<file path="src/rtl/frodo_job_arbiter_pkg.sv">
// Shared FrodoKEM main-core definitions: command codes, per-command word
// counts and the arbiter state encoding.
package frodo_job_arbiter_pkg;

    // Width of a main-core command word.
    localparam int MAIN_CMD_SIZE = 4;

    // Main-core command codes.
    localparam logic [MAIN_CMD_SIZE-1:0] MAIN_CMD_SETUPTEST = 4'd1;
    localparam logic [MAIN_CMD_SIZE-1:0] MAIN_CMD_KEYGEN    = 4'd2;
    localparam logic [MAIN_CMD_SIZE-1:0] MAIN_CMD_ENCAPS    = 4'd3;
    localparam logic [MAIN_CMD_SIZE-1:0] MAIN_CMD_DECAPS    = 4'd4;

    // Word counters are wide enough for the longest FrodoKEM-1344 stream.
    localparam int WORD_CNT_W = 14;

    // 64-bit words moved into / out of the core for each command.
    localparam logic [WORD_CNT_W-1:0] MAIN_SETUPTEST_IN_WORDS = 14'd22;
    localparam logic [WORD_CNT_W-1:0] MAIN_SETUPTEST_OUT_WORDS = 14'd0;
    localparam logic [WORD_CNT_W-1:0] MAIN_KEYGEN_IN_WORDS    = 14'd0;
    localparam logic [WORD_CNT_W-1:0] MAIN_KEYGEN_OUT_WORDS   = 14'd5386;
    localparam logic [WORD_CNT_W-1:0] MAIN_ENCAPS_IN_WORDS    = 14'd2690;
    localparam logic [WORD_CNT_W-1:0] MAIN_ENCAPS_OUT_WORDS   = 14'd2716;
    localparam logic [WORD_CNT_W-1:0] MAIN_DECAPS_IN_WORDS    = 14'd8098;
    localparam logic [WORD_CNT_W-1:0] MAIN_DECAPS_OUT_WORDS   = 14'd4;

    // Arbiter job phases.
    typedef enum logic [1:0] {
        ST_IDLE = 2'd0,
        ST_CMD  = 2'd1,
        ST_RUN  = 2'd2
    } arb_state_t;

endpackage

</file>
<file path="src/rtl/frodo_job_len.sv">
// Combinational lookup from a main-core command to the number of input and
// output words the job will move; unknown codes move nothing.
module frodo_job_len
    import frodo_job_arbiter_pkg::*;
#(
    parameter int CMD_W = MAIN_CMD_SIZE
) (
    input  logic [CMD_W-1:0]      cmd,
    output logic [WORD_CNT_W-1:0] in_len,
    output logic [WORD_CNT_W-1:0] out_len
);

    // Decode the command code into its word counts.
    always_comb begin
        in_len  = '0;
        out_len = '0;
        if (cmd == CMD_W'(MAIN_CMD_SETUPTEST)) begin
            in_len  = MAIN_SETUPTEST_IN_WORDS;
            out_len = MAIN_SETUPTEST_OUT_WORDS;
        end else if (cmd == CMD_W'(MAIN_CMD_KEYGEN)) begin
            in_len  = MAIN_KEYGEN_IN_WORDS;
            out_len = MAIN_KEYGEN_OUT_WORDS;
        end else if (cmd == CMD_W'(MAIN_CMD_ENCAPS)) begin
            in_len  = MAIN_ENCAPS_IN_WORDS;
            out_len = MAIN_ENCAPS_OUT_WORDS;
        end else if (cmd == CMD_W'(MAIN_CMD_DECAPS)) begin
            in_len  = MAIN_DECAPS_IN_WORDS;
            out_len = MAIN_DECAPS_OUT_WORDS;
        end
    end

endmodule

</file>
<file path="src/rtl/frodo_job_arbiter.sv">
// Shares one FrodoKEM main core between two requesters. A requester owns the
// core for a whole job: one command, then its input and output word streams
// until both word counters drain. Ties are broken round-robin.
module frodo_job_arbiter
    import frodo_job_arbiter_pkg::*;
#(
    parameter int CMD_W = MAIN_CMD_SIZE
) (
    input  logic             clk,
    input  logic             rst,

    input  logic [CMD_W-1:0] r0_cmd,
    input  logic             r0_cmd_isReady,
    output logic             r0_cmd_canReceive,
    input  logic [63:0]      r0_in,
    input  logic             r0_in_isReady,
    output logic             r0_in_canReceive,
    output logic [63:0]      r0_out,
    output logic             r0_out_isReady,
    input  logic             r0_out_canReceive,

    input  logic [CMD_W-1:0] r1_cmd,
    input  logic             r1_cmd_isReady,
    output logic             r1_cmd_canReceive,
    input  logic [63:0]      r1_in,
    input  logic             r1_in_isReady,
    output logic             r1_in_canReceive,
    output logic [63:0]      r1_out,
    output logic             r1_out_isReady,
    input  logic             r1_out_canReceive,

    output logic [CMD_W-1:0] core_cmd,
    output logic             core_cmd_isReady,
    input  logic             core_cmd_canReceive,
    output logic [63:0]      core_in,
    output logic             core_in_isReady,
    input  logic             core_in_canReceive,
    input  logic [63:0]      core_out,
    input  logic             core_out_isReady,
    output logic             core_out_canReceive,

    output logic             busy,
    output logic             grant
);

    arb_state_t            state, state_next;
    logic                  grant_next;
    logic                  last_served, last_next;
    logic [WORD_CNT_W-1:0] in_left, in_next;
    logic [WORD_CNT_W-1:0] out_left, out_next;
    logic [WORD_CNT_W-1:0] job_in_len, job_out_len;

    // Streams of whichever requester currently owns the core.
    logic [CMD_W-1:0]      sel_cmd;
    logic                  sel_cmd_rdy;
    logic [63:0]           sel_in;
    logic                  sel_in_rdy;
    logic                  sel_out_can;
    logic                  in_active, out_active;
    logic                  cmd_hs, in_hs, out_hs;

    assign sel_cmd     = grant ? r1_cmd            : r0_cmd;
    assign sel_cmd_rdy = grant ? r1_cmd_isReady    : r0_cmd_isReady;
    assign sel_in      = grant ? r1_in             : r0_in;
    assign sel_in_rdy  = grant ? r1_in_isReady     : r0_in_isReady;
    assign sel_out_can = grant ? r1_out_canReceive : r0_out_canReceive;

    assign in_active  = (in_left != '0);
    assign out_active = (out_left != '0);

    assign cmd_hs = (state == ST_CMD) && sel_cmd_rdy && core_cmd_canReceive;
    assign in_hs  = (state == ST_RUN) && in_active && sel_in_rdy && core_in_canReceive;
    assign out_hs = (state == ST_RUN) && out_active && core_out_isReady && sel_out_can;

    assign busy = (state != ST_IDLE);

    frodo_job_len #(
        .CMD_W (CMD_W)
    ) u_job_len (
        .cmd     (sel_cmd),
        .in_len  (job_in_len),
        .out_len (job_out_len)
    );

    // Job state, owner, round-robin history and word counters.
    always_ff @(posedge clk or posedge rst) begin
        if (rst) begin
            state       <= ST_IDLE;
            grant       <= 1'b0;
            last_served <= 1'b1;
            in_left     <= '0;
            out_left    <= '0;
        end else begin
            state       <= state_next;
            grant       <= grant_next;
            last_served <= last_next;
            in_left     <= in_next;
            out_left    <= out_next;
        end
    end

    // Next-state logic and stream routing between owner and core.
    always_comb begin
        state_next          = state;
        grant_next          = grant;
        last_next           = last_served;
        in_next             = in_left;
        out_next            = out_left;
        core_cmd            = '0;
        core_cmd_isReady    = 1'b0;
        core_in             = '0;
        core_in_isReady     = 1'b0;
        core_out_canReceive = 1'b0;
        r0_cmd_canReceive   = 1'b0;
        r1_cmd_canReceive   = 1'b0;
        r0_in_canReceive    = 1'b0;
        r1_in_canReceive    = 1'b0;
        r0_out              = '0;
        r1_out              = '0;
        r0_out_isReady      = 1'b0;
        r1_out_isReady      = 1'b0;

        case (state)
            ST_IDLE: begin
                if (r0_cmd_isReady && r1_cmd_isReady) begin
                    grant_next = ~last_served;
                    state_next = ST_CMD;
                end else if (r0_cmd_isReady) begin
                    grant_next = 1'b0;
                    state_next = ST_CMD;
                end else if (r1_cmd_isReady) begin
                    grant_next = 1'b1;
                    state_next = ST_CMD;
                end
            end

            ST_CMD: begin
                core_cmd         = sel_cmd;
                core_cmd_isReady = sel_cmd_rdy;
                if (grant) r1_cmd_canReceive = core_cmd_canReceive;
                else       r0_cmd_canReceive = core_cmd_canReceive;
                if (cmd_hs) begin
                    in_next  = job_in_len;
                    out_next = job_out_len;
                    if ((job_in_len == '0) && (job_out_len == '0)) begin
                        state_next = ST_IDLE;
                        last_next  = ~last_served;
                    end else begin
                        state_next = ST_RUN;
                    end
                end
            end

            ST_RUN: begin
                core_in             = sel_in;
                core_in_isReady     = sel_in_rdy && in_active;
                core_out_canReceive = sel_out_can && out_active;
                if (grant) begin
                    r1_in_canReceive = core_in_canReceive && in_active;
                    r1_out           = core_out;
                    r1_out_isReady   = core_out_isReady && out_active;
                end else begin
                    r0_in_canReceive = core_in_canReceive && in_active;
                    r0_out           = core_out;
                    r0_out_isReady   = core_out_isReady && out_active;
                end
                in_next  = in_left - WORD_CNT_W'(in_hs);
                out_next = out_left - WORD_CNT_W'(out_hs);
                if ((in_next == '0) && (out_next == '0)) begin
                    state_next = ST_IDLE;
                    last_next  = ~last_served;
                end
            end

            default: begin
                state_next = ST_IDLE;
            end
        endcase
    end

endmodule

</file>
<file path="config.mk">
export PLATFORM = sky130hd
export DESIGN_NAME = frodo_job_arbiter
export DESIGN_NICKNAME = d
export VERILOG_FILES = /design/src/rtl/frodo_job_arbiter_pkg.sv /design/src/rtl/frodo_job_len.sv /design/src/rtl/frodo_job_arbiter.sv
export SDC_FILE = /design/constraint.sdc
export NUM_CORES = 1
export LEC_CHECK = 0
export CAP_MARGIN = 20
export CORE_AREA = 2 2 161 163
export DETAILED_ROUTE_END_ITERATION = 10
export DIE_AREA = 0 0 163 165
export SLEW_MARGIN = 20
export SYNTH_ARGS = -nofsm -noshare
export SYNTH_HDL_FRONTEND = slang
export SYNTH_SLANG_ARGS = --single-unit
</file>
<file path="constraint.sdc">
create_clock -name clk -period 4.4 [get_ports clk]
set_clock_uncertainty 0.05 [all_clocks]
set_input_delay 1.1 -clock clk [delete_from_list [all_inputs] [get_ports clk]]
set_output_delay 1.1 -clock clk [all_outputs]
set_load 0.02 [all_outputs]
</file>
# After elaboration in Yosys (flattened, before gate mapping)
# Index checks and enable logic that the tools add are counted.
# totals
regBits	32
wordCells	99
output_inout_bits	207
# op_classes
bitwise_logic	1
n_addsub	2
eq_ne	10
reduce_logical	29
mux	52
# ops
cell	count
64-bit 2-to-1 mux	6
14-bit 2-to-1 mux	8
14-bit zero test	4
14-bit one-hot mux with 2 select lines	2
14-bit nonzero test	2
14-bit by 1-bit subtractor with 14-bit output	2
1-bit 2-to-1 mux	24
1-bit logical AND	15
13-bit 2-to-1 mux	1
2-bit 2-to-1 mux	6
4-bit by 2-bit == test with 1-bit output, second input constant	2
4-bit 2-to-1 mux	2
2-bit one-hot mux with 3 select lines	1
4-bit by 1-bit == test with 1-bit output, second input constant	1
4-bit by 3-bit == test with 1-bit output, second input constant	1
2-bit by 1-bit inequality test with 1-bit output, second input constant	2
4-bit inequality test, second input constant	1
2-bit AND reduction	2
4-bit AND reduction	1
2-bit nonzero test	2
3-bit 2-to-1 mux	1
3-bit AND reduction	1
3-bit nonzero test	1
2-bit by 1-bit == test with 1-bit output, second input constant	1
other kinds (5)	5

# Depth between registers and ports, before layout
# depth
ltp_word	11
depth_mapped	15
ltp_nobuf	14

# Hierarchy
# A second synthesis with hierarchy kept.
# unflattened
hier_cells	639
hier_area_um2	4595.7
# by_module_without_submodules
mod	instances	area_each_um2	cells_per_inst
frodo_job_arbiter	1	4357.9	609
frodo_job_len	1	237.7	30

# Worst setup path before layout
# OpenSTA, ideal clock, no wires.
# synth_timing
kind	input port to flip-flop
startpoint	input r1_out_canReceive
endpoint	register last_served
t_required_ps	4268
path_slack_ps	1005
path_stages	13
arrival_ps	3263
cell_sequence	mux2_2 > nand2_1 > nor2_1 > ha_1 > ha_1 > buf_2 > or3b_1 > or3_1 > xor2_1 > nand2_1 > nor4_2 > a32oi_1 > xnor2_1
# synth_via
elab_chain_cells	7
# synth_lines
item	line_no	rtl
start: declaration	frodo_job_arbiter.sv:30	input logic r1_out_canReceive,
1-bit 2-to-1 mux	frodo_job_arbiter.sv:66	assign sel_out_can = grant ? r1_out_canReceive : r0_out_canReceive;
1-bit logical AND	frodo_job_arbiter.sv:73	assign out_hs = (state == ST_RUN) && out_active && core_out_isReady && sel_out_can;
14-bit by 1-bit subtractor with 14-bit output	frodo_job_arbiter.sv:168	out_next = out_left - WORD_CNT_W'(out_hs);
14-bit zero test	frodo_job_arbiter.sv:169	if ((in_next == '0) && (out_next == '0)) begin
1-bit logical AND	frodo_job_arbiter.sv:169	
2-bit by 1-bit inequality test with 1-bit output (no source line)	-	
4-bit AND reduction (no source line)	-	
end signal: assignment	frodo_job_arbiter.sv:96	last_served <= last_next;
end: declaration	frodo_job_arbiter.sv:48	logic last_served, last_next;
# Every way passes these cells.
# A chain may end at the register's enable or synchronous reset.

# Final worst setup path
# layout_timing
startpoint	input r0_out_canReceive
endpoint	output core_out_canReceive
# layout_via
elab_chain_cells	3
# layout_lines
item	line_no	rtl
start: declaration	frodo_job_arbiter.sv:20	input logic r0_out_canReceive,
1-bit 2-to-1 mux	frodo_job_arbiter.sv:66	
1-bit logical AND	frodo_job_arbiter.sv:157	core_out_canReceive = sel_out_can && out_active;
1-bit 2-to-1 mux	frodo_job_arbiter.sv:123	case (state)
end: declaration	frodo_job_arbiter.sv:40	output logic core_out_canReceive,
# Every way passes these cells.

==> impl_metrics.py <==
metrics = {
    "routing": {
        "drt_iter0_drc": 333,
        "routed_via_density": 4.48,
        "vias": 5866,
        "wl_um": 28100,
        "ant_nets": 0,
        "wl_per_cell_um": 21.4,
        "drc": 0,
        "drt-pass1-iter-count": 5,
    },
    "power_and_ir_drop": {
        "leakage_nw": 3.75,
        "peakVddDrop_mv": 0.222,
        "powerDensity_nw_per_um2": 302,
    },
    "die": {
        "dieArea_um2": 26900,
        "start_util_pct": 17.0,
        "fp.dieH_um": 165,
        "io_pins": 418,
        "die_w_um": 163,
        "coreArea_um2": 25000,
        "rows": 58,
    },
    "clocking": {
        "clk_pin_slew_ns": 0.06,
        "cts_buffer_depth": 2,
        "hold_buffers": 0,
        "clkLatencyLatePin_ns": 0.28,
        "cts.repair.resized": 0,
        "htreeDepth": 2,
        "post_cts_buffers": 0,
        "cts_tree": "yes",
        "cts_root_buffer": "clkbuf_16",
        "numCtsBuffers": 5,
        "clock_sinks": 32,
    },
    "worst_setup_path": {
        "cp.arrival_ns": 2.75,
        "r2r-start": "state[1]$_DFFE_PP0P_",
        "path_common_cell": "clkdlybuf4s50_1",
        "critical_path.startpoint": "r0_out_canReceive",
        "path_max_fanout": 2,
        "cp_cell_sequence": "clkdlybuf4s50_1, mux2_2, nand2_1, nor2b_1, clkdlybuf4s50_1",
        "worstSetupPathType": "input pin to primary output",
        "crit_slowest_cell": "clkdlybuf4s50_1",
        "max_stage_delay_ns": 0.66,
        "required_ns": 3.25,
        "cp-start-kind": "input pin",
        "worstSetupEndpointType": "primary output",
    },
    "synthesis": {
        "yosysTopAreaCell": "dfrtp_1",
        "ys_seq_area_share_pct": 18.8,
        "synth_nets": 803,
        "synth_cell_types": 66,
        "syn_inst": 588,
        "yosys_warnings": 0,
        "synth_area_leaders": "dfrtp_1 18%, mux2i_1 16%, and3_1 9.6%",
        "synth_top_area_share_pct": 18.2,
        "synthArstFlopShare_pct": 100,
        "synth_commonest_cells": "90 x nor2_1, 69 x mux2i_1, 65 x and3_1",
        "synth-edff-count": 0,
        "synth.most_common_cell": "nor2_1",
        "ys_ff_latch": 32,
        "syn-cell-area_um2": 4260,
        "avgSynthCellArea_um2": 7.24,
        "synth_ff_type": "dfrtp_1",
    },
    "placed_design": {
        "hpwl_um": 23700,
        "place.gp.congestion": 0.879,
        "portBuffers": 417,
        "placed_cell_area_um2": 8790,
    },
    "sta": {
        "layout_worst_path_cycle_share_pct": 88.5,
        "grt_setup_unrepaired": "false",
        "worst_pin_slew_ns": 0.683,
        "final_hold_viol_count": 0,
        "setup_viol": 0,
        "slew_viol_final": 0,
        "slew_headroom_pct": 54.1,
        "fin_crit_ns": 3.90,
        "fmax_mhz": 257,
        "setup_tns_ns": 0,
    },
    "global_routing": {
        "grt_pass1_wl_um": 38100,
        "grt_pass1_vias": 5605,
        "antenna_found_initial": 9,
        "grt_overflow": 0,
        "grtUsageTotal_pct": 19.5,
        "grt_max_degree": 100,
    },
    "cells_and_area": {
        "final_area_um2": 8970,
        "multi_input_area_um2": 3220,
        "seq_area_um2": 806,
        "drive_gt1_share_pct": 4.52,
        "nets": 1188,
        "syn_to_final_growth_pct": 111,
        "fill_cells": 2584,
        "fin_util_pct": 35.8,
    },
    "run_status": {
        "outcome": "complete, no violations",
    },
    "run": {
        "max-cap-violations": 0,
    },
    "min_path": {
        "worstHoldPathType": "flop to flop",
        "hold_start": "last_served$_DFFE_PP1P_",
    },
}
flip-flops by register name, indices dropped and copies added (netlist names):
signal,cells
out_left,14
last_served,1
in_left,14
grant,1
state,2
report_power, final:
group          leakage, nW  internal [mW]  switching [mW]  total, mW
Sequential           0.424          0.383           0.222      0.606
Combinational         3.24          0.834           0.872       1.71
Clock               0.0798          0.266           0.134      0.400
Total                 3.75           1.48            1.23       2.71
critical path: cells and delay by family:
| family | cells | cell delay (ns) |
|---|---|---|
| simple gates | 2 | 0.32 |
| mux | 1 | 0.16 |
| buf+inv | 2 | 1.17 |
through the flow:
step                setup WS, ns  total power, mW  cells  hold slack [ns]
finish                     0.505             2.71   1309            0.436
global route               0.306             2.90   1306            0.451
CTS                        0.466             2.73   1304            0.437
detailed placement         0.299             2.31   1296            0.428
global placement           0.315             2.31   1296            0.427
floorplan                   1.00             1.63    588            0.414
layout by cell type (no fill, tap or decap), drive strengths merged, types with 6 or more instances in the layout:
cell,count
and2,64
o311ai,7
xor2,6
clkdlybuf4s50,417
nand3,12
buf,12
nand2b,6
nor2,91
dfrtp,31
nand2,46
and3,65
nor3,15
inv,9
a21oi,12
nor4,9
o21ai,21
mux2i,70
final timing paths:
kind,to,slack [ns],depth (start not counted)
setup reg to reg,last_served$_DFFE_PP1P_,0.87,12
min in group asynchronous,in_left[12]$_DFFE_PP0P_,1.15,2
max in group asynchronous,out_left[0]$_DFFE_PP0P_,2.47,3
hold / removal,last_served$_DFFE_PP1P_,0.44,1
setup / recovery,core_out_canReceive,0.50,5
hold reg to reg,last_served$_DFFE_PP1P_,0.44,1
cell families (layout without fill, tap and decap cells):
| group | after synthesis | in the layout | share of synthesized area, % |
|---|---|---|---|
| simple gates | 338 | 338 | 43.1 |
| mux | 74 | 74 | 17.6 |
| compound gates | 71 | 71 | 11.4 |
| buf+inv | 60 | 446 | 6.06 |
| flops | 32 | 32 | 18.8 |
| xor+xnor | 9 | 9 | 1.85 |
| fa+ha+maj | 4 | 4 | 1.18 |
| other cells | 0 | 5 | 0 |
metal layers:
metal | GRT usage [%] | wire (um)
met2 | 32.1 | 13300
met3 | 7.68 | 3120
met1 | 23.4 | 10900
met4 | 6.03 | 776
met5 | 0 | 24
cell type report:
class | count | share of cell area [%]
repair buffers | 429 | 48.1
multi-input cells | 496 | 35.9
flip-flops and latches | 32 | 8.99
well taps | 330 | 4.61
clock buffers | 5 | 1.40
clock inverters | 3 | 0.474
inverters | 9 | 0.377
diodes | 5 | 0.140
Power figures use the tool's default switching activity.
==> edit 1: new RTL, same settings <==
Change the package constant `WORD_CNT_W` from 14 to 18.
--- a/src/rtl/frodo_job_arbiter_pkg.sv
+++ b/src/rtl/frodo_job_arbiter_pkg.sv
@@ -14,3 +14,3 @@
     // Word counters are wide enough for the longest FrodoKEM-1344 stream.
-    localparam int WORD_CNT_W = 14;
+    localparam int WORD_CNT_W = 18;
 
Behaviour: no difference found for any inputs over 4 cycles, from zero or initial values and one cycle with rst high; that may be too few to reach the edited logic, so the function may still have changed.
==> edit 1 against the unedited design <==
Setup slack worse by 0.22 ns; first-iteration DRC count grew 17%; synthesized area increased by 14%; power increased by 17%; final area grew 8.2%; critical endpoint is now last_served; count of clock-buffer cells in the layout up 1; sequential cell count up 8; combinational power rose by 28%; routed wire length is 17% higher.
==> edit 1: results <==
[place]
place_ws_ns = -0.125
dpl.hpwl_um = 27200
place_area_sq_um = 9530
gp_congestion = 0.911

[critical_path]
cp-start-kind = "flop"
cp_slowest_cell = "or4_1"

[finish]
nClkBuffers = 6
multi_input_area_share_pct = 36.9
buffer_area_share_pct = 46.3
nets = 1312
n_all_inverters = 11
multiInputCombCellCount = 583
seq_cells = 40
fillCellCount = 2613
drive_gt1_share_pct = 5.92

[power_and_ir_drop]
p_leak_nw = 4.31

[synth]
ys_seq_area_share_pct = 20.6
synth_nets = 915
synth.distinct_cells = 56

[routing]
route.met2.wl_um = 14800
wl_um = 32900
first_iter_violations = 391

[global_route]
grt_use_total_pct = 22.7
grt_first_pass_wirelength_um = 44700
use_met3_pct = 8.76
grt_max_degree = 158

[timing]
tightest_slew_ns = 0.803

[status]
outcome = "complete, no violations"
## edit 1: changes by cell type in the layout (fill, tap and decap cells not counted), moves of 10 or more
cell,delta
and3_1,+66
o21ai_0,+28
nor2_1,+31
a21oi_1,+10
buf_4,+29
and2_1,-63
## edit 1: worst paths after layout
path	endpoint	slack, ns	cells past startpoint
hold reg to reg	out_left[0]	0.50	2
max in group asynchronous	last_served	2.39	3
setup reg to reg	last_served	0.29	14
hold / removal	out_left[0]	0.50	2
setup / recovery	last_served	0.29	14
min in group asynchronous	in_left[15]	1.21	2
## edit 1: timing repair
item | 4_1_cts | 5_1_grt
endpoints found under the hold margin | 0 | 0
gates resized for setup | 0 | 2
endpoints found under the setup margin | 0 | 2
## edit 1: power by group
part	switching (mW)	total (mW)	internal [mW]
combinational	1.23	2.19	0.964
sequential	0.127	0.588	0.461
clock	0.155	0.378	0.224
total	1.51	3.16	1.65
## edit 1: kinds of logic (layout without fill, tap and decap cells)
logic type / Yosys count / count (layout) / share of synthesized area (%)
xor gates and xnor gates: 8 / 8 / 1.44
DFF: 40 / 40 / 20.6
adders and majority gates: 4 / 4 / 1.03
and+or+nand+nor: 385 / 385 / 41.5
other: 0 / 10 / 0
buffers and inverters: 77 / 475 / 6.20
muxes: 72 / 72 / 15.0
AOI/OAI and AO/OA: 114 / 114 / 14.2
## edit 1: through the flow
stage	hold slack (ns)	cells
2_1_floorplan	0.428	700
3_3_place_gp	0.477	1420
3_5_place_dp	0.482	1420
4_1_cts	0.502	1428
5_1_grt	0.508	1430
6_report	0.503	1438
==> edit 2: new RTL, same settings <==
Made on the original files. The 3 states of `arb_state_t` get a one-hot encoding in 3 bits.
--- a/src/rtl/frodo_job_arbiter_pkg.sv
+++ b/src/rtl/frodo_job_arbiter_pkg.sv
@@ -27,6 +27,6 @@
     // Arbiter job phases.
-    typedef enum logic [1:0] {
-        ST_IDLE = 2'd0,
-        ST_CMD  = 2'd1,
-        ST_RUN  = 2'd2
+    typedef enum logic [2:0] {
+        ST_IDLE = 3'b001,
+        ST_CMD  = 3'b010,
+        ST_RUN  = 3'b100
     } arb_state_t;
Formal check against the unedited RTL: no difference found for any inputs over 4 cycles, from zero or initial values and one cycle with rst high; so few cycles prove little.
==> edit 2 against the unedited design <==
Final area up 0.42%; synthesized cell count grew 2.6%; synthesized area rose by 1.5%; sequential power up 4.3%; sequential cell count grew 1; largest power group unchanged; setup slack better by 0.075 ns; routed wire length down 12%; power shrank 5.2%.
==> edit 2: results <==
[clocking]
cts-root-buf = "clkbuf_16"
cts_buffers = 5
cts_buffer_depth = 2

[critical_path]
rr_worst_depth = 12
critPathMaxFanout = 12
crit_family = "simple AND/OR/NAND/NOR gates"
cp.arrival_ns = 3.93
crit_path_max_incr_delay_ns = 0.53
cp_slowest_cell = "or4bb_1"

[global_route]
grt_use_total_pct = 17.0
grt_first_pass_wirelength_um = 35300
first_global_vias = 5863
antenna_found_initial = 0
grt_max_degree = 106

[synth]
synth_nets = 818
yosys-top-cells-count = "99 x nor2_1, 68 x mux2i_1, 67 x and3_1"
synth-compound-area-share_pct = 12.6
yosys-top-cells-area = "dfrtp_1 18%, mux2i_1 16%, and3_1 9.7%"
synth_mux_area_share_pct = 16.8
synth.distinct_cells = 61
yosysMostFrequentCell = "nor2_1"
synth-xor-area-share_pct = 1.42
ys_seq_area_share_pct = 19.2
synth_ff_type = "dfrtp_1"
synthAdderAreaFrac_pct = 1.16
postSynthCellCount = 603

[routing]
wl_um = 24800
dr_total_vias = 5990
first_iter_violations = 380

[place]
gp_congestion = 0.825
place_area_sq_um = 8830
place_ws_ns = 0.330
dpl.hpwl_um = 20200

[timing]
tightest_slew_ns = 0.709

[finish]
drive_gt1_share_pct = 4.25
fillCellCount = 2622
reg_top3 = "in_left (14), out_left (14), state (3)"
area_growth_pct = 108
n_antenna_cell = 0
nets = 1203
final_cells = 1319

[status]
outcome = "complete, no violations"

[worst_hold_path]
whs_path_depth = 1

[power_and_ir_drop]
vdd_drop_max_v = 0.000175
switching_share_pct = 44.0
p_leak_nw = 3.71
[edit 2: changes by cell type after synthesis, moves of 4 or more]
| cell | before | now |
|---|---|---|
| nor3b_1 | 3 | 8 |
| nor2_1 | 90 | 99 |
| nor3_1 | 14 | 9 |
| o311ai_0 | 6 | 2 |
| nand2_1 | 46 | 42 |
| nand2b_1 | 6 | 1 |
| o211ai_1 | 1 | 8 |
| o21ai_0 | 20 | 30 |
[edit 2: final timing paths]
check | from | endpoint | slack, ns
setup / recovery | r0_out_canReceive | state[2] | 0.58
hold / removal | in_left[13] | in_left[13] | 0.44
setup reg to reg | out_left[8] | state[2] | 0.61
hold reg to reg | in_left[13] | in_left[13] | 0.44
max in group asynchronous | rst | out_left[13] | 2.42
min in group asynchronous | rst | out_left[12] | 1.17
[edit 2: final cells by class]
class	instances	area share, %
Sequential cell	33	9.24
Clock inverter	2	0.417
Multi-Input combinational cell	510	36.3
Timing Repair Buffer	430	47.6
Inverter	8	0.334
Tap cell	330	4.59
Clock buffer	6	1.54
[edit 2: layer usage]
metal | part of all wire [%] | track usage (%) | wire length, um
met5 | 0 | 0 | 0
met4 | 0.43 | 1.53 | 106
met3 | 8.2 | 4.29 | 2030
met2 | 48 | 28.3 | 11800
met1 | 44 | 23.0 | 10900
[edit 2: power by group through the flow]
stage	Combinational [mW]	Sequential, mW	Clock [mW]
5_1_grt	1.67	0.659	0.430
3_3_place_gp	1.51	0.627	0
2_1_floorplan	1.07	0.534	0
4_1_cts	1.53	0.631	0.421
3_5_place_dp	1.52	0.632	0
6_report	1.52	0.632	0.416
[edit 2: cells by family after synthesis]
group / after synthesis
buffers and inverters: 60
xor gates and xnor gates: 7
and+or+nand+nor: 344
adders and majority gates: 4
AOI/OAI and AO/OA: 83
muxes: 72
DFF: 33
